--- src/rtl/mem_port_arbiter.sv ---
// Shares one single-port memory bus between instruction fetch and the memory stage.
// Data requests win, a bounded streak counter guarantees fetch progress, one transaction in flight.
module mem_port_arbiter #(
  parameter int ADDR_WIDTH      = 32,
  parameter int DATA_WIDTH      = 32,
  parameter int MAX_DATA_STREAK = 4
) (
  input  logic                    clk,
  input  logic                    reset,
  input  logic                    fetch_req_valid,
  input  logic [ADDR_WIDTH-1:0]   fetch_addr,
  output logic                    fetch_ready,
  input  logic                    fetch_flush,
  output logic                    fetch_resp_valid,
  output logic [DATA_WIDTH-1:0]   fetch_rdata,
  input  logic                    data_req_valid,
  input  logic                    data_we,
  input  logic [ADDR_WIDTH-1:0]   data_addr,
  input  logic [DATA_WIDTH-1:0]   data_wdata,
  input  logic [DATA_WIDTH/8-1:0] data_wstrb,
  output logic                    data_ready,
  output logic                    data_resp_valid,
  output logic [DATA_WIDTH-1:0]   data_rdata,
  output logic                    mem_req_valid,
  input  logic                    mem_req_ready,
  output logic                    mem_we,
  output logic [ADDR_WIDTH-1:0]   mem_addr,
  output logic [DATA_WIDTH-1:0]   mem_wdata,
  output logic [DATA_WIDTH/8-1:0] mem_wstrb,
  input  logic                    mem_resp_valid,
  input  logic [DATA_WIDTH-1:0]   mem_rdata
);

  localparam int STRB_W   = DATA_WIDTH / 8;
  localparam int STREAK_W = $clog2(MAX_DATA_STREAK + 1);

  typedef enum logic [1:0] {ST_IDLE, ST_ISSUE, ST_WAIT} state_e;
  typedef enum logic {OWNER_FETCH = 1'b0, OWNER_DATA = 1'b1} owner_e;

  state_e              state;
  owner_e              owner;
  logic                drop;
  logic [STREAK_W-1:0] streak;

  logic streak_full;
  logic grant_data;
  logic grant_fetch;

  // NOTE: every always_comb output gets a default first so no path can infer a latch.
  always_comb begin
    streak_full = (streak == STREAK_W'(MAX_DATA_STREAK));
    grant_data  = 1'b0;
    grant_fetch = 1'b0;
    if (!reset && state == ST_IDLE) begin
      if (data_req_valid && !(fetch_req_valid && streak_full)) begin
        grant_data = 1'b1;
      end else if (fetch_req_valid) begin
        grant_fetch = 1'b1;
      end
    end
  end

  assign data_ready  = grant_data;
  assign fetch_ready = grant_fetch;

  // NOTE: state and registered outputs use non-blocking assignments only, so every
  // read in this block sees the pre-edge value regardless of statement order.
  always_ff @(posedge clk) begin
    if (reset) begin
      state            <= ST_IDLE;
      owner            <= OWNER_FETCH;
      drop             <= 1'b0;
      streak           <= '0;
      mem_req_valid    <= 1'b0;
      mem_we           <= 1'b0;
      mem_addr         <= '0;
      mem_wdata        <= '0;
      mem_wstrb        <= '0;
      fetch_resp_valid <= 1'b0;
      fetch_rdata      <= '0;
      data_resp_valid  <= 1'b0;
      data_rdata       <= '0;
    end else begin
      fetch_resp_valid <= 1'b0;
      data_resp_valid  <= 1'b0;
      case (state)
        ST_IDLE: begin
          drop <= 1'b0;
          if (grant_data) begin
            owner         <= OWNER_DATA;
            mem_req_valid <= 1'b1;
            mem_we        <= data_we;
            mem_addr      <= data_addr;
            mem_wdata     <= data_wdata;
            mem_wstrb     <= data_wstrb;
            state         <= ST_ISSUE;
            if (!fetch_req_valid) begin
              streak <= '0;
            end else if (!streak_full) begin
              streak <= streak + STREAK_W'(1);
            end
          end else if (grant_fetch) begin
            owner         <= OWNER_FETCH;
            mem_req_valid <= 1'b1;
            mem_we        <= 1'b0;
            mem_addr      <= fetch_addr;
            mem_wdata     <= '0;
            mem_wstrb     <= STRB_W'(0);
            state         <= ST_ISSUE;
            streak        <= '0;
          end
        end
        ST_ISSUE: begin
          if (owner == OWNER_FETCH && fetch_flush) begin
            drop <= 1'b1;
          end
          if (mem_req_ready) begin
            mem_req_valid <= 1'b0;
            state         <= ST_WAIT;
          end
        end
        ST_WAIT: begin
          if (owner == OWNER_FETCH && fetch_flush) begin
            drop <= 1'b1;
          end
          if (mem_resp_valid) begin
            state <= ST_IDLE;
            drop  <= 1'b0;
            if (owner == OWNER_DATA) begin
              data_resp_valid <= 1'b1;
              data_rdata      <= mem_we ? '0 : mem_rdata;
            end else if (!drop && !fetch_flush) begin
              // A flush landing on the response cycle still discards it.
              fetch_resp_valid <= 1'b1;
              fetch_rdata      <= mem_rdata;
            end
          end
        end
        default: state <= ST_IDLE;
      endcase
    end
  end

endmodule

--- config.mk ---
export PLATFORM = sky130hd
export DESIGN_NAME = mem_port_arbiter
export DESIGN_NICKNAME = d
export VERILOG_FILES = /design/src/rtl/mem_port_arbiter.sv
export SDC_FILE = /design/constraint.sdc
export NUM_CORES = 1
export LEC_CHECK = 0
export ABC_AREA = 1
export CAP_MARGIN = 20
export CORE_ASPECT_RATIO = 2
export CORE_MARGIN = 4
export CORE_UTILIZATION = 30
export CTS_BUF_LIST = sky130_fd_sc_hd__clkbuf_2 sky130_fd_sc_hd__clkbuf_4 sky130_fd_sc_hd__clkbuf_8
export CTS_CLUSTER_DIAMETER = 200
export CTS_CLUSTER_SIZE = 25
export DETAILED_ROUTE_END_ITERATION = 8
export PLACE_DENSITY_LB_ADDON = 0.25
export SETUP_SLACK_MARGIN = 0.05
export SYNTH_ARGS = -nofsm -noshare
export SYNTH_HDL_FRONTEND = slang
export SYNTH_SLANG_ARGS = --single-unit
--- constraint.sdc ---
create_clock -name clk -period 1.63 [get_ports clk]
set_input_delay 0.163 -clock clk [delete_from_list [all_inputs] [get_ports clk]]
set_output_delay 0.163 -clock clk [all_outputs]
set_load 0.03 [all_outputs]
==> run metrics <==
status finished, violations left; failing checks negative setup slack; LEAKAGE 5.02 nW; Routed WL 21.6 mm; hold depth 4; synth-to-layout area growth 73.5%; GRT Total Usage 0.188; Max Freq 584 MHz; Post-Route Skew 19.8 ps; final hold viol count 0; worst reg2reg path endpoint mem_addr[27]; first-pass GRT wire length 31.7 mm; met1 Usage GRT 0.200; R2R cell count 12; met2 Use GR 0.346; MaxCap Viol Count 0; CTS tree built; minimum clock period 1710 ps; Worst Tran Pin Value 626 ps; GRT Max-Usage Layer met2; overall power 10.2 mW; core area 0.0187 mm²; Clk pin slew, worst setup/hold paths 80 ps; CP Class flop to primary output; via count 6069; drc violations 0; root buffer cell clkbuf_8; Routed WL per cell 16.4 µm; Pwr per Cell Area 1030 mW/mm²; post-synth top area cell dfxtp_1; Ports 278; DR vias/cell 4.62; type of origin of the critical path flop; Yosys top cell area share 0.501; #FFs+latches synth 143; Mapped Avg Cell Area 7.47 µm²; # clock sinks 143; WP data arrival 1550 ps; HPWL after detailed placement 14.2 mm; main area contributors after synthesis dfxtp_1 50%, nand2_1 14%, nand3_1 9.2%; max-slew violations 0; # rows 71; antenna-violating nets left 0; antenna violations before repair 1; total die area 0.0214 mm²; count of port buffers added during placement 277; largest net degree at the start of global routing 49; # H-tree levels 4; crit share post-route 1.05; Post-Syn Instances 764; DRT iter0 DRCs 180; relative max-transition margin 0.582; WP data required 1470 ps; synth unique cells 22; Vert. Die Dim 203 µm; Syn Std Cell Area 0.00571 mm²; Worst-Skew Late Latency 450 ps; initial core utilization 0.305; vias in the first global route 5835; Setup violations, final 2; Longest Clk Path Bufs 2; Max rail drop VDD 606 µV; setup ws final -82.8 ps; Final Wtd Congestion 0.845; Warnings, synthesis 0; Die X 106 µm; Num CTS Buffers 17; worst r2r src streak[0]; flop2flop setup slack 30 ps; DRT Pass-1 Iters 4; CP Max Fanout 3; final hold slack 151 ps; Final nets 1192; Hold Path Origin reset; GRT Residual Overflow 0; Syn Nets 911; RSZ-0062 raised after global routing true; layout cells sized above 1 0.179; M3 GR Usage 0.0426; Hold Path Class input port to flop; sequential-to-total area share from yosys stat 0.501; Hold EP owner; crit end category primary output
## synth_stat cells (all sizes together)
master  count
nand4      30
ha          7
o32ai       1
inv        80
nand3     105
or2         1
xor2        1
nor2       11
clkbuf     24
o211ai      1
o21ai      34
nand2     215
nor3        2
buf        33
a21oi      76
dfxtp     143
## what timing repair did
item	in CTS	in global routing
pin swaps	3	39
endpoints found under the setup margin	145	73
setup buffers	8	0
gates resized for setup	161	142
endpoints found under the hold margin	0	0
gates cloned	3	6
hold buffers	0	0
## cell type report
cell class | count | area [µm²]
antenna | 1 | 2.50
clock buffer | 19 | 249
clock inverter | 13 | 90.1
fill | 1812 | 8840
inverter | 80 | 303
multi-input combinational | 484 | 2860
sequential | 143 | 2870
tap | 255 | 319
timing repair buffer | 319 | 3210
## logic make-up after synthesis
logic type / Yosys count / synth area share
AND/OR/NAND/NOR: 364 / 0.279
XOR/XNOR: 1 / 0.00153
flip-flops: 143 / 0.501
buffers and inverters: 137 / 0.103
adder cells (fa/ha/maj): 7 / 0.0153
AO/OA/AOI/OAI: 112 / 0.100
## state kept, by name, summed over array words and instances (netlist names), 2 cells and up
| register | count |
|---|---|
| state | 2 |
| fetch_rdata | 32 |
| mem_addr | 32 |
| streak | 3 |
| mem_wstrb | 4 |
| mem_wdata | 32 |
| data_rdata | 32 |
## cell usage in the layout, fill, tap and decap left out, types with 4 or more instances in the layout
master	n
clkdlybuf4s50_1	138
clkbuf_8	17
nand3_2	26
nand2_2	4
inv_1	74
o21ai_0	32
buf_6	5
nand2_1	169
clkbuf_16	5
buf_12	10
dfxtp_2	4
dfxtp_1	139
nand3_1	77
inv_2	5
a21oi_2	20
nor2_1	9
clkinv_2	6
dlygate4sd2_1	136
nand4_1	30
a21oi_1	56
nand2_4	42
buf_4	19
ha_1	4
## layer usage
metal | up-vias | share of wire
met5 | - | 0
met4 | 0 | 0.023
met3 | 24 | 0.052
met2 | 197 | 0.56
met1 | 2813 | 0.36
li1 | 3035 | -
## worst max-delay path, cell delays in order (launching register included)
cell	delay, ps
dfxtp_2	330
inv_2	60
ha_4	130
nand3_4	70
nand2_4	100
buf_6	110
inv_2	30
nor3_2	90
buf_4	190
## worst max path at each step
stage	start	slack (ps)	depth (start not counted)	endpoint
4_1_cts	streak[0]	-120	8	fetch_ready
3_3_place_gp	fetch_req_valid	20	7	state[0]
3_5_place_dp	data_req_valid	-10	5	data_ready
6_report	streak[0]	-80	8	fetch_ready
5_1_grt	streak[0]	-200	8	fetch_ready
2_1_floorplan	state[0]	180	8	fetch_rdata[13]
## stage by stage
stage	setup TNS (ps)	setup WS, ps	area, µm²	util	std cells
6_report	-133	-82.8	9900	0.528	1314
5_1_grt	-1230	-203	9900	0.528	1314
4_1_cts	-208	-122	9210	0.491	1307
3_5_place_dp	-23.6	-12.4	8820	0.471	1264
3_3_place_gp	0	18.1	8820	0.471	1264
2_1_floorplan	0	184	5710	-	764
## report_power, final
group / internal (mW) / leakage, nW / total (mW) / switching (mW)
Clock: 1.09 / 0.181 / 2.53 / 1.44
Sequential: 3.86 / 1.16 / 4.04 / 0.182
Combinational: 1.49 / 3.68 / 3.63 / 2.14
Power figures use the tool's default switching activity.
